$ cat src/rtl/axi_pkg.sv
// Shared AXI helpers for the write-data scheduler.
//   axi_burst_max_c : longest legal AXI4 INCR burst, in beats
//   clog2_f         : ceiling log2, usable in parameter expressions
//   sched_state_e   : scheduler grant state
package axi_pkg;

  localparam int axi_burst_max_c = 256;

  function automatic int clog2_f(input int value);
    int r;
    r = 0;
    for (int i = 0; i < 31; i++) begin
      if ((1 << i) < value) r = i + 1;
    end
    return r;
  endfunction

  typedef enum logic {
    ST_IDLE   = 1'b0,
    ST_ACTIVE = 1'b1
  } sched_state_e;

endpackage

$ cat src/rtl/sched_ord_fifo.sv
// Order FIFO holding granted master indices in AW grant order.
//   clk, rst_n : clock, asynchronous active-low reset
//   push, din  : write request and data (ignored while full)
//   pop        : retire the head entry (ignored while empty)
//   dout       : head entry, valid whenever empty=0
//   full/empty : occupancy flags
//   level      : current occupancy, 0..DEPTH
// A pushed entry is visible at dout from the next cycle; there is no bypass.
module sched_ord_fifo
  import axi_pkg::*;
#(
  parameter int WIDTH = 2,
  parameter int DEPTH = 8,
  localparam int PTR_W = clog2_f(DEPTH),
  localparam int CNT_W = PTR_W + 1
) (
  input  logic             clk,
  input  logic             rst_n,
  input  logic             push,
  input  logic             pop,
  input  logic [WIDTH-1:0] din,
  output logic [WIDTH-1:0] dout,
  output logic             full,
  output logic             empty,
  output logic [CNT_W-1:0] level
);

  logic [WIDTH-1:0] mem [DEPTH];
  logic [PTR_W-1:0] wr_ptr_reg;
  logic [PTR_W-1:0] rd_ptr_reg;
  logic [CNT_W-1:0] count_reg;
  logic             do_push;
  logic             do_pop;

  assign full    = (count_reg == CNT_W'(DEPTH));
  assign empty   = (count_reg == '0);
  assign do_push = push & ~full;
  assign do_pop  = pop & ~empty;
  assign level   = count_reg;

  // Pointers wrap naturally because DEPTH is a power of two.
  always_ff @(posedge clk or negedge rst_n) begin
    if (!rst_n) begin
      wr_ptr_reg <= '0;
      rd_ptr_reg <= '0;
      count_reg  <= '0;
    end else begin
      if (do_push) wr_ptr_reg <= wr_ptr_reg + PTR_W'(1);
      if (do_pop)  rd_ptr_reg <= rd_ptr_reg + PTR_W'(1);
      case ({do_push, do_pop})
        2'b10:   count_reg <= count_reg + CNT_W'(1);
        2'b01:   count_reg <= count_reg - CNT_W'(1);
        default: count_reg <= count_reg;
      endcase
    end
  end

  // Storage needs no reset: nothing is read until it has been written.
  always_ff @(posedge clk) begin
    if (do_push) mem[wr_ptr_reg] <= din;
  end

  // The head must drive the W mux in the same cycle, so the read is combinational.
  assign dout = mem[rd_ptr_reg];

endmodule

$ cat src/rtl/axi_wr_data_sched.sv
// Shares one AXI W channel between N_MST write masters, serving whole bursts
// in the order their AW requests were granted.
//   clk, rst_n          : clock, asynchronous active-low reset
//   ord_valid/ready/idx : AW arbiter pushes a granted master index
//   s_w*                : per-master W channels, master i at slice i
//   m_w*                : shared W channel towards memory
//   busy                : at least one burst outstanding
//   err_len             : sticky, a burst ran past MAX_BEATS beats
//   err_idx             : sticky, an out-of-range index was pushed
module axi_wr_data_sched
  import axi_pkg::*;
#(
  parameter int N_MST        = 4,
  parameter int ID_MAX_WIDTH = 16,
  parameter int DATA_WIDTH   = 32,
  parameter int ORD_DEPTH    = 8,
  parameter int MAX_BEATS    = axi_burst_max_c,
  localparam int IDX_W  = clog2_f(N_MST),
  localparam int STRB_W = DATA_WIDTH / 8,
  localparam int BCNT_W = clog2_f(MAX_BEATS) + 1,
  localparam int LVL_W  = clog2_f(ORD_DEPTH) + 1
) (
  input  logic                          clk,
  input  logic                          rst_n,
  input  logic                          ord_valid,
  output logic                          ord_ready,
  input  logic [IDX_W-1:0]              ord_idx,
  input  logic [N_MST-1:0]              s_wvalid,
  output logic [N_MST-1:0]              s_wready,
  input  logic [N_MST*ID_MAX_WIDTH-1:0] s_wid,
  input  logic [N_MST*DATA_WIDTH-1:0]   s_wdata,
  input  logic [N_MST*STRB_W-1:0]       s_wstrb,
  input  logic [N_MST-1:0]              s_wlast,
  output logic                          m_wvalid,
  input  logic                          m_wready,
  output logic [ID_MAX_WIDTH-1:0]       m_wid,
  output logic [DATA_WIDTH-1:0]         m_wdata,
  output logic [STRB_W-1:0]             m_wstrb,
  output logic                          m_wlast,
  output logic                          busy,
  output logic                          err_len,
  output logic                          err_idx
);

  sched_state_e state_reg;
  sched_state_e state_next;

  logic [BCNT_W-1:0]       beat_cnt_reg;
  logic                    err_len_reg;
  logic                    err_idx_reg;

  logic [IDX_W-1:0]        head_idx;
  logic                    fifo_full;
  logic                    fifo_empty;
  logic [LVL_W-1:0]        fifo_level;
  logic                    idx_bad;
  logic [IDX_W-1:0]        push_din;
  logic                    push_eff;
  logic                    pop_eff;
  logic                    beat;

  logic [ID_MAX_WIDTH-1:0] wid_arr   [N_MST];
  logic [DATA_WIDTH-1:0]   wdata_arr [N_MST];
  logic [STRB_W-1:0]       wstrb_arr [N_MST];

  for (genvar gi = 0; gi < N_MST; gi++) begin : g_unpack
    assign wid_arr[gi]   = s_wid[gi*ID_MAX_WIDTH +: ID_MAX_WIDTH];
    assign wdata_arr[gi] = s_wdata[gi*DATA_WIDTH +: DATA_WIDTH];
    assign wstrb_arr[gi] = s_wstrb[gi*STRB_W +: STRB_W];
  end

  // Only reachable when N_MST is not a power of two; a bad index is
  // replaced by master 0 so the queue stays consistent.
  assign idx_bad   = (int'(ord_idx) >= N_MST);
  assign push_din  = idx_bad ? '0 : ord_idx;
  assign ord_ready = ~fifo_full;
  assign push_eff  = ord_valid & ord_ready;
  assign beat      = m_wvalid & m_wready;
  assign pop_eff   = beat & m_wlast;
  assign busy      = ~fifo_empty;
  assign err_len   = err_len_reg;
  assign err_idx   = err_idx_reg;

  sched_ord_fifo #(
    .WIDTH (IDX_W),
    .DEPTH (ORD_DEPTH)
  ) u_ord_fifo (
    .clk   (clk),
    .rst_n (rst_n),
    .push  (push_eff),
    .pop   (pop_eff),
    .din   (push_din),
    .dout  (head_idx),
    .full  (fifo_full),
    .empty (fifo_empty),
    .level (fifo_level)
  );

  // ACTIVE exactly when the FIFO will hold a head next cycle, so the next
  // burst starts straight after wlast without an idle cycle.
  always_comb begin
    state_next = state_reg;
    unique case (state_reg)
      ST_IDLE: begin
        if (push_eff) state_next = ST_ACTIVE;
      end
      ST_ACTIVE: begin
        if (pop_eff && !push_eff && (fifo_level == LVL_W'(1))) state_next = ST_IDLE;
      end
      default: state_next = ST_IDLE;
    endcase
  end

  always_ff @(posedge clk or negedge rst_n) begin
    if (!rst_n) begin
      state_reg <= ST_IDLE;
    end else begin
      state_reg <= state_next;
    end
  end

  // Zero-latency W mux; m_wvalid never looks at m_wready.
  always_comb begin
    m_wvalid = 1'b0;
    m_wid    = '0;
    m_wdata  = '0;
    m_wstrb  = '0;
    m_wlast  = 1'b0;
    s_wready = '0;
    if (state_reg == ST_ACTIVE) begin
      for (int i = 0; i < N_MST; i++) begin
        if (head_idx == IDX_W'(i)) begin
          m_wvalid    = s_wvalid[i];
          m_wid       = wid_arr[i];
          m_wdata     = wdata_arr[i];
          m_wstrb     = wstrb_arr[i];
          m_wlast     = s_wlast[i];
          s_wready[i] = m_wready;
        end
      end
    end
  end

  // The beat counter saturates so an overlong burst cannot wrap it back
  // into the legal range; the grant is still held until wlast arrives.
  always_ff @(posedge clk or negedge rst_n) begin
    if (!rst_n) begin
      beat_cnt_reg <= '0;
      err_len_reg  <= 1'b0;
      err_idx_reg  <= 1'b0;
    end else begin
      if (beat) begin
        if (m_wlast) begin
          beat_cnt_reg <= '0;
        end else if (beat_cnt_reg != '1) begin
          beat_cnt_reg <= beat_cnt_reg + BCNT_W'(1);
        end
        if (!m_wlast && (beat_cnt_reg == BCNT_W'(MAX_BEATS - 1))) err_len_reg <= 1'b1;
      end
      if (push_eff && idx_bad) err_idx_reg <= 1'b1;
    end
  end

endmodule

$ cat config.mk
export PLATFORM = sky130hd
export DESIGN_NAME = axi_wr_data_sched
export DESIGN_NICKNAME = d
export VERILOG_FILES = /design/src/rtl/axi_pkg.sv /design/src/rtl/sched_ord_fifo.sv /design/src/rtl/axi_wr_data_sched.sv
export SDC_FILE = /design/constraint.sdc
export NUM_CORES = 1
export LEC_CHECK = 0
export ABC_AREA = 1
export BUFFER_PORTS_ARGS = -buffer_cell sky130_fd_sc_hd__buf_2
export CAP_MARGIN = 25
export CORE_ASPECT_RATIO = 1.25
export CORE_MARGIN = 5
export CORE_UTILIZATION = 35
export CTS_CLUSTER_DIAMETER = 150
export DETAILED_ROUTE_END_ITERATION = 8
export PLACE_DENSITY = 0.71
export SLEW_MARGIN = 20
export SYNTH_ARGS = -nofsm -noshare
export SYNTH_HDL_FRONTEND = slang
export SYNTH_HIERARCHICAL = 1
export SYNTH_SLANG_ARGS = --single-unit
$ cat constraint.sdc
create_clock -name clk -period 3.72 [get_ports clk]
set_clock_uncertainty 0.05 [all_clocks]
set_input_delay 0.558 -clock clk [delete_from_list [all_inputs] [get_ports clk]]
set_output_delay 0.558 -clock clk [all_outputs]
set_load 0.02 [all_outputs]
Word-level counts from Yosys, hierarchy flattened
Memories as Yosys holds them, arrays and structs flattened.
Cells that the tools add are included.
{ "word_totals": {"register_bits": 21, "ram_bits": 16, "in_bits": 222, "output_inout_bits": 62, "word_cells": 78, "mem_count": 1} }
{ "classes": {"add_sub_neg": 5, "eq_ne": 9, "muxes": 38, "n_bitwise": 8, "reduce_logical": 11} }
{ "mem_list": {"columns": ["name", "words", "word_bits", "rd", "rd_ports_with_merged_regs", "write_ports", "line_no", "source"], "rows": [
  ["u_ord_fifo.mem", 8, 2, 1, 0, 1, "sched_ord_fifo.sv:28", "logic [WIDTH-1:0] mem [DEPTH];"]
]} }
{ "ops": {"columns": ["operator", "count"], "rows": [
  ["2-to-1 mux 32 bit", 5],
  ["2-to-1 mux 16 bit", 5],
  ["2-to-1 mux 4 bit", 6],
  ["2-to-1 mux 1 bit", 18],
  ["2-to-1 mux 9 bit", 2],
  ["adder 9 x 1 -> 9 bit, second input constant", 1],
  ["== test 9 x 8 -> 1 bit, second input constant", 1],
  ["!= test 9 bit, second input constant", 1],
  ["case mux 4 bit (2 select lines)", 1],
  ["adder 3 x 1 -> 3 bit, second input constant", 2],
  ["== test 2 bit, second input constant", 3],
  ["AND 1 bit", 5],
  ["adder 4 x 1 -> 4 bit, second input constant", 1],
  ["== test 2 x 1 -> 1 bit, second input constant", 2],
  ["== test 4 x 1 -> 1 bit, second input constant", 1],
  ["== test 4 bit, second input constant", 1],
  ["logical NOT 4 bit", 1],
  ["AND reduction 2 bit", 2],
  ["nonzero test 2 bit", 2],
  ["subtractor 4 x 1 -> 4 bit, second input constant", 1],
  ["logical AND 1 bit", 3],
  ["inverter 1 bit", 3],
  ["logical NOT 1 bit", 2],
  ["logical NOT 2 bit", 1],
  ["case mux 1 bit (2 select lines)", 1]
]} }

Logic depth before layout (Yosys ltp)
An unclocked memory read counts as a cell.
{ "depth": {"ltp_word": 13, "mapped_depth": 26, "depth_no_buf": 22} }

Hierarchy
The synthesis kept the hierarchy.
{ "modules_own_cells": {"columns": ["module", "instances", "cells_each", "area_per_inst_um2", "seq_area_each_um2"], "rows": [
  ["axi_wr_data_sched", 1, 449, 2504.9, 275.3],
  ["sched_ord_fifo", 1, 150, 1343.8, 730.7]
]} }

Least setup slack after synthesis
No wires, ideal clock.
{ "synth_path": {"kind": "flip-flop to flip-flop", "from": "register u_ord_fifo.rd_ptr_reg[0]", "to": "register u_ord_fifo.count_reg[3] (netlist: u_ord_fifo/level[3])", "setup_ps": 117, "arrival_ps": 2936, "required_ps": 3553, "setup_slack_ps": 616, "path_stages_with_launch": 26, "path_buffers": 5, "synth_period_minus_slack_ps": 3104, "cell_sequence": "dfrtp_1 -> buf_4 -> buf_6 -> nor2_1 -> nor2_1 -> nand2_1 -> nand2_1 -> nand2_1 -> nand2_1 -> buf_2 -> nand2_2 -> buf_4 -> nor2_4 -> nor2_4 -> nand2_4 -> buf_6 -> nor3_1 -> nand2_1 -> inv_1 -> ha_1 -> ha_1 -> or2_2 -> nand2_1 -> nand2_1 -> nand3_1 -> nand2_1"} }
{ "synth_via": {"elab_chain_len": 12, "word_cells_on_any_way": 22, "cone_classes": "5 x eq/ne; 11 x mux; 3 x bitwise; 2 x reduce/logical; 1 x memory"} }
{ "synth_rtl": {"columns": ["item", "line_no", "source"], "rows": [
  ["from (decl)", "sched_ord_fifo.sv:30", "logic [PTR_W-1:0] rd_ptr_reg;"],
  ["from (signal assigned)", "sched_ord_fifo.sv:49", "if (do_pop) rd_ptr_reg <= rd_ptr_reg + PTR_W'(1);"],
  ["memory read (8 x 2 bit) (*)", null, null],
  ["via head_idx[0]", "axi_wr_data_sched.sv:52", "logic [IDX_W-1:0] head_idx;"],
  ["logical NOT 2 bit", "axi_wr_data_sched.sv:132", "if (head_idx == IDX_W'(i)) begin"],
  ["2-to-1 mux 1 bit (4 in series)", "axi_wr_data_sched.sv:132", null],
  ["2-to-1 mux 1 bit", "axi_wr_data_sched.sv:130", "if (state_reg == ST_ACTIVE) begin"],
  ["AND 1 bit", "axi_wr_data_sched.sv:78", "assign beat = m_wvalid & m_wready;"],
  ["AND 1 bit (*)", "axi_wr_data_sched.sv:79", "assign pop_eff = beat & m_wlast;"],
  ["via pop_eff", "axi_wr_data_sched.sv:59", "logic pop_eff;"],
  ["AND 1 bit (*)", "sched_ord_fifo.sv:38", "assign do_pop = pop & ~empty;"],
  ["via u_ord_fifo.do_pop", "sched_ord_fifo.sv:33", "logic do_pop;"],
  ["== test 2 x 1 -> 1 bit / == test 2 bit (equally long branches)", "sched_ord_fifo.sv:50", "case ({do_push, do_pop})"],
  ["case mux 4 bit (2 select lines) / nonzero test 2 bit (equally long branches)", null, null],
  ["to (signal assigned)", "sched_ord_fifo.sv:51", "2'b10: count_reg <= count_reg + CNT_W'(1);"],
  ["to (signal assigned)", "sched_ord_fifo.sv:52", "2'b01: count_reg <= count_reg - CNT_W'(1);"],
  ["to (signal assigned)", "sched_ord_fifo.sv:53", "default: count_reg <= count_reg;"],
  ["to (decl)", "sched_ord_fifo.sv:31", "logic [CNT_W-1:0] count_reg;"]
]} }
Mark *: on every way through the listed nets, which the timed path passes. The rest lies on a longest branch.
A chain may end at the register's enable or synchronous reset.

Worst setup path after layout
Ends and elaborated chain as after synthesis.

==> results.json <==
{
  "crit_type": "reg -> reg",
  "worst_slack_ps": 438,
  "fmax_mhz": 305,
  "yosysSeqAreaShare_pct": 26.1,
  "routedWlPerCell_um": 16.5,
  "grt_usage_pct": 23.2,
  "synth_nets": 830,
  "cpMostUsedCell": "nand2_1",
  "netlist_instances": 599,
  "cp_cell_sequence": "nor2_1 > nor2_1 > nand2_1 > nand2_1 > nand2_1 > nand2_1 > nand2_2 > nor2_1 > nor2_1 > nand2_2 > nor3_1 > nand2_1 > inv_1 > ha_1 > ha_1 > or2_2 > nand2_1 > nand2_1 > nand3_1 > nand2_1",
  "hp-class": "in -> async",
  "drtIter0Drc": 272,
  "detail-route-antenna-nets": 0,
  "clk_pin_slew_ps": 60,
  "core-area_sq_um": 10700,
  "grt_max_degree": 45,
  "cts_resized": 0,
  "synthArstFlopShare_pct": 56.8,
  "synth_area_leaders": "dfrtp_1 (14%), nand2_1 (13%), edfxtp_1 (12%)",
  "status": "completed",
  "dpl-instance-area_sq_um": 5260,
  "regArea_sq_um": 1010,
  "dieArea_sq_um": 13200,
  "largest_reg_flops": 16,
  "grt_pass1_vias": 4811,
  "p_leak_uw": 0.00299,
  "detailedRoute.firstPassIterationCount": 4,
  "clk_root_buffer_cell": "clkbuf_16",
  "setup_viol": 0,
  "drc": 0,
  "clock_latency_ps": 280,
  "grt_antenna_before_repair": 4,
  "routed_wirelength_um": 16300,
  "dp_slack_ps": 360,
  "synth.most_common_cell": "nand2_1",
  "synth_area_per_cell_sq_um": 6.43,
  "final_cell_count_no_fill": 988,
  "hold_buffers": 0,
  "min_period_ps": 3280,
  "dp_hpwl_um": 13200,
  "synth-edff-count": 16,
  "fp.dieW_um": 104,
  "tritoncts": "done",
  "fill_cells": 1142,
  "grt-ovfl-total": 0,
  "dr_total_vias": 5018,
  "start_kind": "register",
  "chipHeight_um": 127,
  "globalplace.congestion": 0.878,
  "pin_count": 284,
  "maxCapViolCount": 0,
  "cts_num_sinks": 37,
  "fin_crit_sh_pct": 88.2,
  "powerDensity_nw_per_um2": 1180,
  "cts_setup_buffers": 0,
  "crit_arrival_ps": 3400,
  "diodes": 0,
  "multi_input_area_sq_um": 2320,
  "numCtsBuffers": 5,
  "syn-cell-area_sq_um": 3850,
  "grt_pass1_wl_um": 25300,
  "rsz0062_at_grt": "false",
  "io_buffers": 282,
  "max_stage_delay_ps": 520,
  "rows": 42,
  "critPathRequiredTime_ps": 3840,
  "dominantRegCellSynth": "dfrtp_1",
  "slew_viol_final": 0,
  "finalHoldViolCount": 0,
  "synth.top_cell.area_share_pct": 13.7,
  "fin_area_sq_um": 5460,
  "peakVddDrop_mv": 0.799,
  "drive_above_1_share_pct": 37.9,
  "yosysWarnings": 6,
  "yosysUniqueCellTypes": 35,
  "fin_nets": 1086,
  "whs_ps": 179,
  "cp_slowest_cell": "dfrtp_2",
  "start_util_pct": 36.1,
  "crit_path_end_kind": "register",
  "fin_setup_tns_ps": 0,
  "synth_common_cells": "nand2_1 (134), inv_1 (71), nor2_1 (69)",
  "crit_fanout": 18,
  "cts_htree_levels": 2,
  "synth_area_leader_cell": "dfrtp_1",
  "syn2layout_area_growth_pct": 41.7,
  "place_inst": 980,
  "clk_path_buf_depth": 2,
  "synth-seq-cells": 37,
  "viasPerCell": 5.08
}
[cell type report]
type	instances	share of cell area, %
Tap cell	132	3.03
Clock inverter	3	1.19
Sequential cell	37	18.5
Inverter	78	5.46
Multi-Input combinational cell	442	42.5
Clock buffer	5	2.29
Timing Repair Buffer	291	27.1
[power by group]
part	internal [uW]	leakage [uW]	switching (uW)	total [uW]
combinational	1700	0.00249	3550	5250
clock	382	0.0000938	158	541
sequential	525	0.000409	118	643
total	2610	0.00299	3830	6440
[worst max-delay path, delay by kind of cell, from the launching register on]
family	cells	cell delay (ps)
buffers and inverters	1	110
and+or+nand+nor	17	1980
adders and majority gates	2	490
DFF	1	520
[cell usage in the layout (no fill, tap or decap), types with 20 or more instances in the layout]
cell      Yosys  layout
a21oi_1      25      25
buf_2        10     282
dfrtp_1      21      20
inv_1        71      71
nand2_1     134     133
nand3_1      65      65
nor2_1       69      69
o211ai_1     27      27
o21ai_0      34      34
o221ai_1     25      25
[routing by layer]
metal / GRT usage (%) / wire length, um / up-vias
met4: 4.19 / 259 / 8
li1: - / - / 2513
met1: 30.3 / 6900 / 2225
met2: 38.3 / 7550 / 239
met3: 7.37 / 1600 / 33
met5: 0 / 43 / -
[stage by stage]
step                util (%)  power (uW)
global route            51.1        7000
CTS                     51.1        6450
floorplan                  -        4390
global placement        49.3        5870
finish                  51.1        6440
detailed placement      49.3        5890
[logic make-up (layout without fill, tap and decap cells)]
family	count (synthesis)	count (layout)	share of synthesized area, %
adders and majority gates	9	9	3.12
DFF	37	37	26.1
buffers and inverters	120	377	13.8
AOI/OAI and AO/OA	113	113	19.1
and+or+nand+nor	309	309	35.6
other	1	1	0.0974
xor gates and xnor gates	10	10	2.28
[final timing paths]
check                           cells after the start                                   end  slack [ps]                                 start
worst max register to register                     20       u_ord_fifo/level[3]$_DFFE_PN0P_         440  u_ord_fifo/rd_ptr_reg[0]$_DFFE_PN0P_
max in group asynchronous                           1  u_ord_fifo/rd_ptr_reg[0]$_DFFE_PN0P_        3080                                 rst_n
worst min register to register                      2                   err_len$_DFFE_PN0P_         420                   err_len$_DFFE_PN0P_
min in group clk                                    2                   err_len$_DFFE_PN0P_         420                   err_len$_DFFE_PN0P_
worst min-delay path                                1           beat_cnt_reg[8]$_DFFE_PN0P_         180                                 rst_n
worst max-delay path                               20       u_ord_fifo/level[3]$_DFFE_PN0P_         440  u_ord_fifo/rd_ptr_reg[0]$_DFFE_PN0P_
Power figures use the tool's default switching activity.
